`src/rtl/mem_port_responder.sv`:
```
// Serialises the fetch port (A) and data port (B) onto one physical memory port.
// Latency: strobe the cycle after the IDLE sample, joint response the cycle after the last pmem_resp.
// Backpressure: requests are latched once in IDLE and then ignored until the next IDLE sample.
module mem_port_responder #(
  parameter int DATA_W = 16,
  parameter int ADDR_W = 16
) (
  input  logic              clk,
  input  logic              rst_n,
  input  logic              mem_read_a,
  input  logic [ADDR_W-1:0] mem_address_a,
  output logic              mem_resp_a,
  output logic [DATA_W-1:0] mem_rdata_a,
  input  logic              mem_read_b,
  input  logic              mem_write_b,
  input  logic [1:0]        mem_wmask_b,
  input  logic [ADDR_W-1:0] mem_address_b,
  input  logic [DATA_W-1:0] mem_wdata_b,
  output logic              mem_resp_b,
  output logic [DATA_W-1:0] mem_rdata_b,
  output logic              pmem_read,
  output logic              pmem_write,
  output logic [1:0]        pmem_wmask,
  output logic [ADDR_W-1:0] pmem_address,
  output logic [DATA_W-1:0] pmem_wdata,
  input  logic              pmem_resp,
  input  logic [DATA_W-1:0] pmem_rdata
);

  typedef enum logic [1:0] {
    IDLE     = 2'd0,
    B_ACCESS = 2'd1,
    A_ACCESS = 2'd2,
    RESPOND  = 2'd3
  } state_t;

  state_t            state_q, state_d;
  logic              need_a_q, need_a_d;
  logic              need_b_q, need_b_d;
  logic              op_b_q, op_b_d;          // 1 = write
  logic [ADDR_W-1:0] addr_a_q, addr_a_d;
  logic [ADDR_W-1:0] addr_b_q, addr_b_d;
  logic [DATA_W-1:0] wdata_b_q, wdata_b_d;
  logic [1:0]        wmask_b_q, wmask_b_d;
  logic [DATA_W-1:0] rdata_a_q, rdata_a_d;
  logic [DATA_W-1:0] rdata_b_q, rdata_b_d;

  assign mem_rdata_a = rdata_a_q;
  assign mem_rdata_b = rdata_b_q;

  // State and latched request registers; reset abandons any access in flight.
  always_ff @(posedge clk or negedge rst_n) begin
    if (!rst_n) begin
      state_q   <= IDLE;
      need_a_q  <= 1'b0;
      need_b_q  <= 1'b0;
      op_b_q    <= 1'b0;
      addr_a_q  <= '0;
      addr_b_q  <= '0;
      wdata_b_q <= '0;
      wmask_b_q <= '0;
      rdata_a_q <= '0;
      rdata_b_q <= '0;
    end else begin
      state_q   <= state_d;
      need_a_q  <= need_a_d;
      need_b_q  <= need_b_d;
      op_b_q    <= op_b_d;
      addr_a_q  <= addr_a_d;
      addr_b_q  <= addr_b_d;
      wdata_b_q <= wdata_b_d;
      wmask_b_q <= wmask_b_d;
      rdata_a_q <= rdata_a_d;
      rdata_b_q <= rdata_b_d;
    end
  end

  // Next-state and output decode; data port is served first as it is older in program order.
  always_comb begin
    state_d      = state_q;
    need_a_d     = need_a_q;
    need_b_d     = need_b_q;
    op_b_d       = op_b_q;
    addr_a_d     = addr_a_q;
    addr_b_d     = addr_b_q;
    wdata_b_d    = wdata_b_q;
    wmask_b_d    = wmask_b_q;
    rdata_a_d    = rdata_a_q;
    rdata_b_d    = rdata_b_q;
    pmem_read    = 1'b0;
    pmem_write   = 1'b0;
    pmem_wmask   = 2'b00;
    pmem_address = '0;
    pmem_wdata   = '0;
    mem_resp_a   = 1'b0;
    mem_resp_b   = 1'b0;

    case (state_q)
      IDLE: begin
        need_a_d  = mem_read_a;
        need_b_d  = mem_read_b | mem_write_b;
        op_b_d    = mem_write_b;             // write wins over a simultaneous read
        addr_a_d  = mem_address_a;
        addr_b_d  = mem_address_b;
        wdata_b_d = mem_wdata_b;
        wmask_b_d = mem_wmask_b;
        if (mem_read_b | mem_write_b) begin
          state_d = B_ACCESS;
        end else if (mem_read_a) begin
          state_d = A_ACCESS;
        end
      end
      B_ACCESS: begin
        pmem_read    = ~op_b_q;
        pmem_write   = op_b_q;
        pmem_address = addr_b_q;
        pmem_wdata   = wdata_b_q;
        pmem_wmask   = op_b_q ? wmask_b_q : 2'b11;
        if (pmem_resp) begin
          if (!op_b_q) begin
            rdata_b_d = pmem_rdata;
          end
          state_d = need_a_q ? A_ACCESS : RESPOND;
        end
      end
      A_ACCESS: begin
        pmem_read    = 1'b1;
        pmem_address = addr_a_q;
        pmem_wmask   = 2'b11;
        if (pmem_resp) begin
          rdata_a_d = pmem_rdata;
          state_d   = RESPOND;
        end
      end
      RESPOND: begin
        mem_resp_a = need_a_q;
        mem_resp_b = need_b_q;
        state_d    = IDLE;
      end
      default: state_d = IDLE;
    endcase
  end

endmodule

```
`config.mk`:
```
export PLATFORM = sky130hd
export DESIGN_NAME = mem_port_responder
export DESIGN_NICKNAME = d
export VERILOG_FILES = /design/src/rtl/mem_port_responder.sv
export SDC_FILE = /design/constraint.sdc
export NUM_CORES = 1
export LEC_CHECK = 0
export BUFFER_PORTS_ARGS = -buffer_cell sky130_fd_sc_hd__buf_2
export CAP_MARGIN = 20
export CORE_MARGIN = 5
export CORE_UTILIZATION = 53
export DETAILED_ROUTE_END_ITERATION = 16
export PLACE_DENSITY = 0.91
export SLEW_MARGIN = 20
export SYNTH_ARGS = -nofsm -noshare
export SYNTH_HDL_FRONTEND = slang
export SYNTH_SLANG_ARGS = --single-unit
```
`constraint.sdc`:
```
create_clock -name clk -period 2.6 [get_ports clk]
set_input_delay 0.52 -clock clk [delete_from_list [all_inputs] [get_ports clk]]
set_output_delay 0.52 -clock clk [all_outputs]
set_load 0.01 [all_outputs]
```
# Yosys cells after proc, flatten, opt, wreduce, memory -nomap -nowiden
# Index checks and enable logic that the tools add are counted.
# word_totals
register_bits,87
inputBits,72
wordCells,36
# op_classes
n_eq_ne,6
mux,14
n_bitwise,2
n_reduce_logical,4
# ops
cell,count
$pmux W16 S2,1
$mux W16,1
$mux W2,5
$pmux W2 S4,1
$reduce_and A3 Y1,2
$eq A2 B2 Y1 const B,2
$mux W1,4
$ne A2 B2 Y1 const B,2
$pmux W2 S2,1
$ne A3 B3 Y1 const B,1
$eq A2 B1 Y1 const B,1
$logic_not A2 Y1,1
$pmux W1 S2,1
$reduce_and A2 Y1,1
$not A1 Y1,1
$or A1 B1 Y1,1

# Longest topological paths before layout
# depth
word_depth,3
ltp_mapped,6
depth_no_buf,5

# Worst setup path after synthesis
# OpenSTA, ideal clock, no wires.
# synth_path
path_type,reg2out
startpoint,register state_q[0]
endpoint,output port pmem_wmask[0]
t_arrival_ns,1.373
required_ns,2.080
path_slack_ns,0.707
stages_incl_launch_ff,7
cell_sequence,dfrtp_1 -> inv_1 -> ha_1 -> buf_2 -> buf_2 -> o21ai_0 -> nand2_1
# synth_via
elab_chain_cells,2
elab_cells_between_ends,3
# synth_lines
element,line,source
"start, declared",37,"state_t state_q, state_d;"
"start signal, assigned",65,state_q <= state_d;
$eq A2 B2 Y1 / $eq A2 B1 Y1 (equally long branches),98,case (state_q)
$pmux W2 S2 *,98,
"end, declared",23,"output logic [1:0] pmem_wmask,"
# Every way passes the cells marked *; elsewhere a longest branch is shown, timed or not.

# Final worst setup path
# layout_path
startpoint,register state_q[0]
endpoint,output port pmem_wmask[1]
# Same word-level chain as after synthesis.

==> summary.md <==
| Metric | Value |
|---|---|
| Status | finished, final reports clean |
| Worst Skew | 8.900 ps |
| Max rail drop VDD | 0.7736 mV |
| Mapped Nets | 345 |
| Hold Fails Final Rpt | 0 |
| Resized cells post-CTS | 0 |
| Post-synth top cells | dfrtp_1 (87), mux2_2 (84), and2_1 (19), a22oi_1 (16), nor2b_1 (16) |
| Count leader, synth | dfrtp_1 |
| Clk_lat worst skew | 350 ps |
| Worst setup margin | 193.3 ps |
| Final hold slack | 134.2 ps |
| I/O Buffers | 141 |
| Top_reg_cell synth | dfrtp_1 |
| Num ports | 142 |
| CTS tree | built |
| Synthesized cell area | 3751 sq um |
| Unrepaired setup endpoints after global routing | no |
| Vias | 2610 |
| R2R cell count | 6 |
| Synth top area share | 0.5804 |
| # clock sinks | 87 |
| Post-Synthesis Cells | 267 |
| Synth area leaders | dfrtp_1 (58%), mux2_2 (25%), a22oi_1 (3.2%) |
| Remaining antenna violation count | 0 |
| Crit path kind | flip-flop to output port |
| Pre-Repair DR Iteration Count | 4 |
| Setup TNS | 0 ps |
| First-pass GRT wire length | 13460 um |
| Max cap viols | 0 |
| Final setup vio count | 0 |
| Cell taking the most area after synthesis | dfrtp_1 |
| Final Cycle Share | 0.9257 |
| Post-synth EDFFs | 0 |
| Async set-reset flop share out of synthesis | 1.000 |
| Worst setup SP type | flip-flop |
| Fin area | 4800 sq um |
| NumNets Final | 488 |
| Layout cells sized above 1 | 0.6096 |
| Initial Util | 0.5491 |
| Layout area overhead | 27.95% |
| Pre-CTS WS | 517.1 ps |
| Crit path time final | 2407 ps |
| Die H | 94.13 um |
| Slowest stage delay, CP | 530 ps |
| Fmax | 0.4155 GHz |
| Total power | 6.428 mW |
| Synth unique cells | 22 |
| Die area | 8860 sq um |
| Root Buffer | clkbuf_8 |
| DP HPWL | 6246 um |
| Antenna cells | 0 |
| Worst-path clk slew | 90 ps |
| Placement Cell Area | 4568 sq um |
| Worst slew margin | 0.6712 |
| Vias in the first global route | 2786 |
| Total gr overflow | 0 |
| Cell Chain, Critical Path | inv_1 > ha_2 > o21ai_0 > nand2_1 > buf_2 |
| Mapped Avg Cell Area | 14.05 sq um |
| Via-to-Cell Ratio | 5.108 |
| H-tree depth | 3 |
| Syn. warnings | 0 |
| Crit Path Max Fanout | 20 |
| GPL Wtd Cong | 0.7433 |
| Worst slew pin tran | 493.2 ps |
| WL per Instance | 16.52 um |
| Die width | 94.13 um |
| Sequential area share after synthesis | 0.5804 |
| WP data arrival | 1890 ps |
| CP required | 2080 ps |
| Hold Crit Class | primary input to asynchronous set/reset pin |
| All-layer global routing usage | 0.1955 |
| Synth Register Bits | 87 |
| Pwr dens | 1339 nW/um^2 |
| CTS buffer count | 9 |
| Crit. End Element | output port |
| Largest net degree at the start of global routing | 52 |
| Count of pins over their slew limit | 0 |
| Core area | 6832 sq um |
| Rows | 30 |
| Post-CTS Setup Inserts | 0 |
| Longest Clk Path Bufs | 2 |
| DRC | 0 |
| Routed wire length | 8444 um |
| Initial antenna violation count | 0 |
| Slowest stage cell, crit path | ha_2 |
| Initial DRC count | 91 |
| CTS Hold Bufs | 0 |
| P_leak | 2.346 nW |
==> cell families after synthesis <==
logic type / count (synthesis) / synth area share
muxes: 87 / 0.2602
DFF: 87 / 0.5804
and+or+nand+nor: 48 / 0.07605
AOI/OAI and AO/OA: 20 / 0.03936
buffers and inverters: 19 / 0.02401
adders and majority gates: 6 / 0.02001
==> cell usage in the layout (no fill, tap or decap), drive strengths merged, types with 2 or more instances in the layout <==
| master | netlist | routed |
|---|---|---|
| dfrtp | 87 | 87 |
| buf | 11 | 148 |
| and2 | 19 | 19 |
| nor2b | 16 | 16 |
| clkbuf | 5 | 9 |
| bufinv | 0 | 2 |
| inv | 3 | 6 |
| nor2 | 4 | 4 |
| mux2i | 3 | 3 |
| nand3 | 2 | 2 |
| a22oi | 16 | 16 |
| ha | 6 | 6 |
| nand2 | 4 | 4 |
| mux2 | 84 | 84 |
| o21ai | 2 | 2 |
==> report_power, final <==
group          switching (mW)  internal, mW  total (mW)
logic                    1.41          1.56        2.97
clock network           0.488         0.553        1.04
registers               0.358          2.06        2.42
==> sequential cells by signal, summed over array words and instances (netlist names) <==
signal / cells
addr_b_q: 16
addr_a_q: 16
op_b_q: 1
wdata_b_q: 16
need_a_q: 1
mem_rdata_b: 16
state_q: 2
need_b_q: 1
mem_rdata_a: 16
wmask_b_q: 2
==> cell type report <==
class,count,area (sq um)
clock buffer,9,123.9
sequential,87,2177
fill,494,2032
inverter,3,11.26
clock inverter,7,102.6
multi-input combinational,161,1491
timing repair buffer,148,773.2
tap,96,120.1
==> per-layer routing <==
layer,part of all wire,up-vias,GRT usage
met5,0,-,0
met2,0.50,88,0.3176
met1,0.42,1295,0.2600
met3,0.067,9,0.04407
li1,-,1218,-
met4,0.012,0,0.06378
==> worst max-delay path: cells and delay by family (launching register included) <==
kind                       cells  cell delay (ps)
buffers and inverters          2              240
adders and majority gates      1              530
AOI/OAI and AO/OA              1              230
DFF                            1              410
and+or+nand+nor                1              120
==> worst paths after layout <==
path / endpoint / slack (ps) / startpoint
setup / recovery: pmem_wmask[1] / 190 / state_q[0]
hold / removal: addr_a_q[7] / 130 / rst_n
setup reg to reg: mem_rdata_a[3] / 790 / state_q[0]
hold reg to reg: wdata_b_q[9] / 510 / wdata_b_q[9]
max in group asynchronous: addr_b_q[1] / 1820 / rst_n
min in group clk: addr_b_q[2] / 400 / mem_address_b[2]
==> per-stage QoR <==
stage,cells,utilization
4_1_cts,511,0.7018
3_5_place_dp,495,0.6687
2_1_floorplan,267,-
6_report,511,0.7026
3_3_place_gp,495,0.6687
5_1_grt,511,0.7026
Note: power is estimated with default switching activity, not from simulation.
